## src/rtl/tdm_demux_1to4.sv

```systemverilog
`default_nettype none
// ============================================================================
// Module   : tdm_demux_1to4
// Purpose  : Receive end of a 4-slot TDM link. Aligns to the frame marker,
//            steers each serial sample into its lane register, presents the
//            complete 4-lane word with a one-cycle valid strobe and flags
//            loss of frame alignment.
// Ports    : clk, rst      - rising-edge clock, synchronous active-high reset
//            in[W]         - serial sample for the current slot
//            in_valid      - in carries a sample this cycle
//            frame_sync    - current sample is slot 0 (ignored if !in_valid)
//            out[4W]       - lane word, lane k at out[k*W +: W] (registered)
//            out_valid     - one-cycle strobe when out is updated
//            slot[2]       - index of the next expected slot
//            locked        - high while aligned (state SYNC)
//            sync_err      - one-cycle strobe on an alignment error
//            err_cnt[8]    - saturating error count
// Config   : `define TDM_DEMUX_ERR_CNT_EN builds the error counter;
//            otherwise err_cnt is tied to 0.
// Revision : 1.0 - initial release
// ============================================================================
module tdm_demux_1to4 #(
    parameter int W = 1
) (
    input  logic           clk,
    input  logic           rst,
    input  logic [W-1:0]   in,
    input  logic           in_valid,
    input  logic           frame_sync,
    output logic [4*W-1:0] out,
    output logic           out_valid,
    output logic [1:0]     slot,
    output logic           locked,
    output logic           sync_err,
    output logic [7:0]     err_cnt
);

    localparam logic [0:0] c_HUNT = 1'b0;
    localparam logic [0:0] c_SYNC = 1'b1;

    logic [0:0]     r_state;
    logic [1:0]     r_slot;
    logic [W-1:0]   r_lane0;
    logic [W-1:0]   r_lane1;
    logic [W-1:0]   r_lane2;
    logic [4*W-1:0] r_out;
    logic           r_out_valid;
    logic           r_sync_err;

    // Alignment errors: a marker arriving mid-frame, or a slot-0 sample
    // arriving without one. Shared by the FSM and the error counter so both
    // update on the same edge.
    logic w_premature;
    logic w_missing;
    logic w_err;

    assign w_premature = in_valid && (r_state == c_SYNC) && frame_sync && (r_slot != 2'd0);
    assign w_missing   = in_valid && (r_state == c_SYNC) && !frame_sync && (r_slot == 2'd0);
    assign w_err       = w_premature || w_missing;

    always_ff @(posedge clk) begin
        if (rst) begin
            r_state     <= c_HUNT;
            r_slot      <= 2'd0;
            r_lane0     <= '0;
            r_lane1     <= '0;
            r_lane2     <= '0;
            r_out       <= '0;
            r_out_valid <= 1'b0;
            r_sync_err  <= 1'b0;
        end else begin
            r_out_valid <= 1'b0;
            r_sync_err  <= w_err;
            if (in_valid) begin
                if (r_state == c_HUNT) begin
                    if (frame_sync) begin
                        r_lane0 <= in;
                        r_slot  <= 2'd1;
                        r_state <= c_SYNC;
                    end
                end else if (frame_sync) begin
                    // Marker always restarts the frame; any partial lanes are
                    // dropped so a stale sample can never leak into out.
                    r_lane0 <= in;
                    r_lane1 <= '0;
                    r_lane2 <= '0;
                    r_slot  <= 2'd1;
                end else begin
                    case (r_slot)
                        2'd0: begin
                            r_state <= c_HUNT;
                            r_slot  <= 2'd0;
                            r_lane0 <= '0;
                            r_lane1 <= '0;
                            r_lane2 <= '0;
                        end
                        2'd1: begin
                            r_lane1 <= in;
                            r_slot  <= 2'd2;
                        end
                        2'd2: begin
                            r_lane2 <= in;
                            r_slot  <= 2'd3;
                        end
                        default: begin
                            r_out       <= {in, r_lane2, r_lane1, r_lane0};
                            r_out_valid <= 1'b1;
                            r_slot      <= 2'd0;
                        end
                    endcase
                end
            end
        end
    end

`ifdef TDM_DEMUX_ERR_CNT_EN
    logic [7:0] r_err_cnt;

    always_ff @(posedge clk) begin
        if (rst) begin
            r_err_cnt <= 8'd0;
        end else if (w_err && (r_err_cnt != 8'hFF)) begin
            r_err_cnt <= r_err_cnt + 8'd1;
        end
    end

    assign err_cnt = r_err_cnt;
`else
    assign err_cnt = 8'd0;
`endif

    assign out       = r_out;
    assign out_valid = r_out_valid;
    assign slot      = r_slot;
    assign locked    = (r_state == c_SYNC);
    assign sync_err  = r_sync_err;

endmodule
`default_nettype wire

```

## config.mk

```make
export PLATFORM = sky130hd
export DESIGN_NAME = tdm_demux_1to4
export DESIGN_NICKNAME = d
export VERILOG_FILES = /design/src/rtl/tdm_demux_1to4.sv
export SDC_FILE = /design/constraint.sdc
export NUM_CORES = 1
export LEC_CHECK = 0
export ABC_AREA = 0
export CAP_MARGIN = 20
export CORE_MARGIN = 4
export CORE_UTILIZATION = 35
export CTS_BUF_LIST = sky130_fd_sc_hd__clkbuf_8
export DETAILED_ROUTE_END_ITERATION = 10
export PLACE_DENSITY = 0.75
export RECOVER_POWER = 50
export SLEW_MARGIN = 25
export SYNTH_ARGS = -nofsm -noshare
export SYNTH_HDL_FRONTEND = slang
export SYNTH_SLANG_ARGS = --single-unit
```

## constraint.sdc

```tcl
create_clock -name clk -period 1.5 [get_ports clk]
set_clock_uncertainty 0.2 [all_clocks]
set_input_delay 0.45 -clock clk [delete_from_list [all_inputs] [get_ports clk]]
set_output_delay 0.45 -clock clk [all_outputs]
set_load 0.005 [all_outputs]
```

# After elaboration in Yosys (flattened, before gate mapping)
# Cells that the tools add are included.
dict set report totals {
  ff_bits 12
  elab_cells 51
  output_inout_bits 17
}
dict set report op_classes {
  eq_ne 2
  muxes 17
  reduce_logical 20
  n_bitwise 4
}
# operator count
set ops {}
lappend ops {{1-bit 2-to-1 mux} 11}
lappend ops {{3-bit AND reduction} 3}
lappend ops {{2-bit 2-to-1 mux} 3}
lappend ops {{2-bit nonzero test} 3}
lappend ops {{3-bit nonzero test} 2}
lappend ops {{1-bit logical AND} 5}
lappend ops {{1-bit inverter} 4}
lappend ops {{1-bit one-hot mux with 2 select lines} 2}
lappend ops {{2-bit one-hot mux with 2 select lines} 1}
lappend ops {{4-bit AND reduction} 1}
lappend ops {{4-bit OR reduction} 1}
lappend ops {{3-bit OR reduction} 1}
lappend ops {{2-bit by 1-bit equality test with 1-bit output (second input constant)} 1}
lappend ops {{2-bit equality test (second input constant)} 1}
lappend ops {{2-bit zero test} 1}
lappend ops {{2-bit AND reduction} 1}
lappend ops {{1-bit zero test} 1}
lappend ops {{1-bit logical OR} 1}

# Logic depth before layout (Yosys ltp)
dict set report depth {
  ltp_word 4
  ltp_mapped 5
}

# Worst setup path after synthesis
# No wires, ideal clock.
dict set report synth_timing {
  path_kind {input -> register}
  startpoint {input port in_valid}
  endpoint {register r_lane1}
  path_slack_ns 0.004
  setup_time_ns 0.071
  stages 4
  required_ns 1.229
  arrival_time_ns 1.225
  path_cell_list {buf_4 nand2_2 or4_1 a21oi_1}
}
dict set report synth_via {
  elab_chain_len 1
}
# element line_no
set synth_rtl {}
lappend synth_rtl {{start, declared} 28} ;# input logic in_valid,
lappend synth_rtl {{3-bit AND reduction (no source line)} n/a}
lappend synth_rtl {{end signal, assigned} 98} ;# r_lane1 <= in;
lappend synth_rtl {{end, declared} 44} ;# logic [W-1:0] r_lane1;
# No other way between the ends.
# A chain may end at the register's enable or synchronous reset.

# Worst setup path in the final report
dict set report layout_timing {
  startpoint {register r_slot[1] (netlist: slot[1])}
  endpoint {output port slot[1]}
}
# element line_no
set layout_lines {}
lappend layout_lines {{start, declared} 42} ;# logic [1:0] r_slot;
lappend layout_lines {{start signal, assigned} 64} ;# r_slot <= 2'd0;
lappend layout_lines {{start signal, assigned} 78} ;# r_slot <= 2'd1;
lappend layout_lines {{start signal, assigned} 87} ;# r_slot <= 2'd1;
lappend layout_lines {{end, declared} 32} ;# output logic [1:0] slot,
# No word-level cell between the ends.

==> metrics.md <==
| Metric | Value |
|---|---|
| Worst r2r src | slot[0] |
| Slowest cell on crit path | dfxtp_2 |
| Starting Density | 38.7% |
| Synth unique cells | 23 |
| Clock buffer depth | 2 |
| Unrepaired setup endpoints after global routing | no |
| FMAX | 679 MHz |
| Drt via density | 4.63 |
| Pin count of the biggest net entering global routing | 9 |
| HPWL after DPL | 976 microns |
| Top Layer Used | met4 |
| Crit path max-delay family | flip-flops |
| Final wirelength | 1220 microns |
| Final setup fails | 0 |
| DRC | 0 |
| TritonCTS clock tree | built |
| DIE AREA | 2470 sq um |
| Largest fanout on the critical path | 3 |
| Peak supply drop | 0.621 mV |
| Shortest period the worst path allows | 1.47 ns |
| GRT overflow | 0 |
| DRT Pass-1 Iters | 2 |
| Status | finished clean |
| FF+latch count, synth | 12 |
| Syn-to-layout area delta | 39.4% |
| CP Capture Type | output port |
| CP max stage delay | 0.32 ns |
| Crit start category | register |
| RD Place Congestion | 0.777 |
| # rows | 14 |
| ANT cells | 0 |
| All-layer global routing usage | 10.7% |
| PortBufs | 13 |
| Share of the synthesized area in the top cell type | 39.4% |
| Reg clk slew, reported paths | 0.06 ns |
| Worst hold path class | register to register |
| Leakage | 0.000401 uW |
| CTS buffer count | 3 |
| Total number of vias | 523 |
| Post-CTS setup buffers | 0 |
| CP required | 0.85 ns |
| Reg2reg setup slack | 0.08 ns |
| CTS Sinks | 12 |
| Fin. max-slew vios | 0 |
| Share of layout cells above drive strength 1 | 20.6% |
| M1 WL | 567 microns |
| Clk Latency, worst-skew pair | 0.25 ns |
| CP Launch Point | slot[1] |
| Largest area contributor in the netlist | dfxtp_1 |
| Critical-path cell list | dlygate4sd2_1 |
| Synth Instances | 72 |
| Stages on the worst setup path | 1 |
| Met2 wire length | 542 microns |
| Reg2reg end | r_lane1 |
| Yosys warns | 0 |
| Fin Hold WS | 0.250 ns |
| Max-cap violations | 0 |
| Avg Inst Size Synth | 8.46 sq um |
| Iteration-0 DRC Markers | 5 |
| H-tree levels | 1 |
| Setup crit end | slot[1] |
| Commonest non-fill, non-tap cell in the layout | buf_4 |
| Met3 routed WL | 89 microns |
| Final hold vios | 0 |
| Die height | 49.7 microns |
| CP Class | register to output port |
| Setup TNS | 0 ns |
| Root Driver | clkbuf_8 |
| Register area share after synthesis | 39.4% |
| FF-to-FF path depth | 5 |
| Nets@finish | 108 |
| Placeable Area | 1580 sq um |
| Die extent in x | 49.7 microns |
| Syn Std Cell Area | 609 sq um |
| Final ANT Viol Nets | 0 |
| Power per cell area | 912 nW/um^2 |
| HP Start | out[2] |
| CP bufs+invs | 1 |
| Most frequent cells in the layout | buf_4 (12), dfxtp_1 (11), dlygate4sd2_1 (10) |
| WL/cell | 10.8 microns |
| I/O pin count | 22 |
| Synth area leaders | dfxtp_1 (39%), buf_4 (11%), ha_1 (10%) |
| Initial antenna violation count | 0 |
| Vias in the first global route | 478 |
| Post-route clock period utilization | 98.1% |
| WP data arrival | 0.82 ns |
| First-pass GRT wire length | 1980 microns |
-- synth_stat cells --
master and count:
nand4b_1 1, o32ai_1 1, nand2_1 6, o21a_1 1
clkbuf_1 2, conb_1 1, buf_4 9, a2bb2oi_1 1
nand2_2 1, dfxtp_1 12, nor2b_1 1, xnor2_1 1
or4_1 1, nand3_1 6, nor2_1 4, o21ai_0 3
ha_1 5, buf_2 1, and3b_1 1, a21oi_1 8
nor3_1 2, inv_1 3, a22oi_1 1
-- cells by family after synthesis --
family	synth area share (%)
AND/OR/NAND/NOR	18.9
AO/OA/AOI/OAI	14.4
buffers and inverters	15.0
flip-flops	39.4
adder cells (fa/ha/maj)	10.3
XOR/XNOR	1.44
other	0.615
-- registers in the layout, summed over array words and instances (netlist names) --
| signal | cells |
|---|---|
| locked | 1 |
| out | 4 |
| out_valid | 1 |
| r_lane0 | 1 |
| r_lane1 | 1 |
| r_lane2 | 1 |
| slot | 2 |
| sync_err | 1 |
-- routing by layer --
| layer | up-vias | track usage [%] |
|---|---|---|
| met5 | - | 0 |
| met4 | 0 | 6.91 |
| met3 | 2 | 5.12 |
| met2 | 17 | 16.7 |
| met1 | 227 | 11.4 |
| li1 | 277 | - |
-- through the flow --
stage | power [uW] | utilization (%) | cells | cell area (sq um) | worst slack (ns)
after CTS | 792 | 53.5 | 113 | 843 | 0.00892
after floorplan | 395 | - | 79 | 636 | 0.00426
after detailed placement | 427 | 51.0 | 109 | 803 | -0.416
after global routing | 813 | 53.9 | 113 | 850 | 0.00233
final | 775 | 53.9 | 113 | 850 | 0.0281
after global placement | 425 | 51.0 | 109 | 803 | -0.385
-- final cells by class --
type                    count  area [sq um]
inverters                   3          11.3
fillers                   153           727
repair buffers             26           215
flip-flops and latches     12           241
well taps                  16          20.0
multi-input cells          52           307
clock buffers               4          55.1
-- power by group --
group          internal (uW)  switching [uW]  total [uW]  leakage [uW]
Sequential               325            2.63         328     0.0000977
Combinational           44.5            44.0        88.5      0.000275
Clock                    232             126         359     0.0000288
-- repair_timing --
action / in CTS / in global routing
resized for setup: 12 / 4
setup endpoints to repair: 17 / 4
pin swaps: 1 / 0
hold buffers: 0 / 0
endpoints found under the hold margin: 0 / 0
-- worst min path at each step --
stage                  end  depth (start not counted)  slack [ns]
detailed placement  out[2]                          2        0.25
global route        out[2]                          2        0.28
CTS                 out[2]                          2        0.25
finish              out[2]                          2        0.25
floorplan           out[0]                          2        0.24
global placement    out[3]                          2        0.24
(Power assumes the default switching activity.)
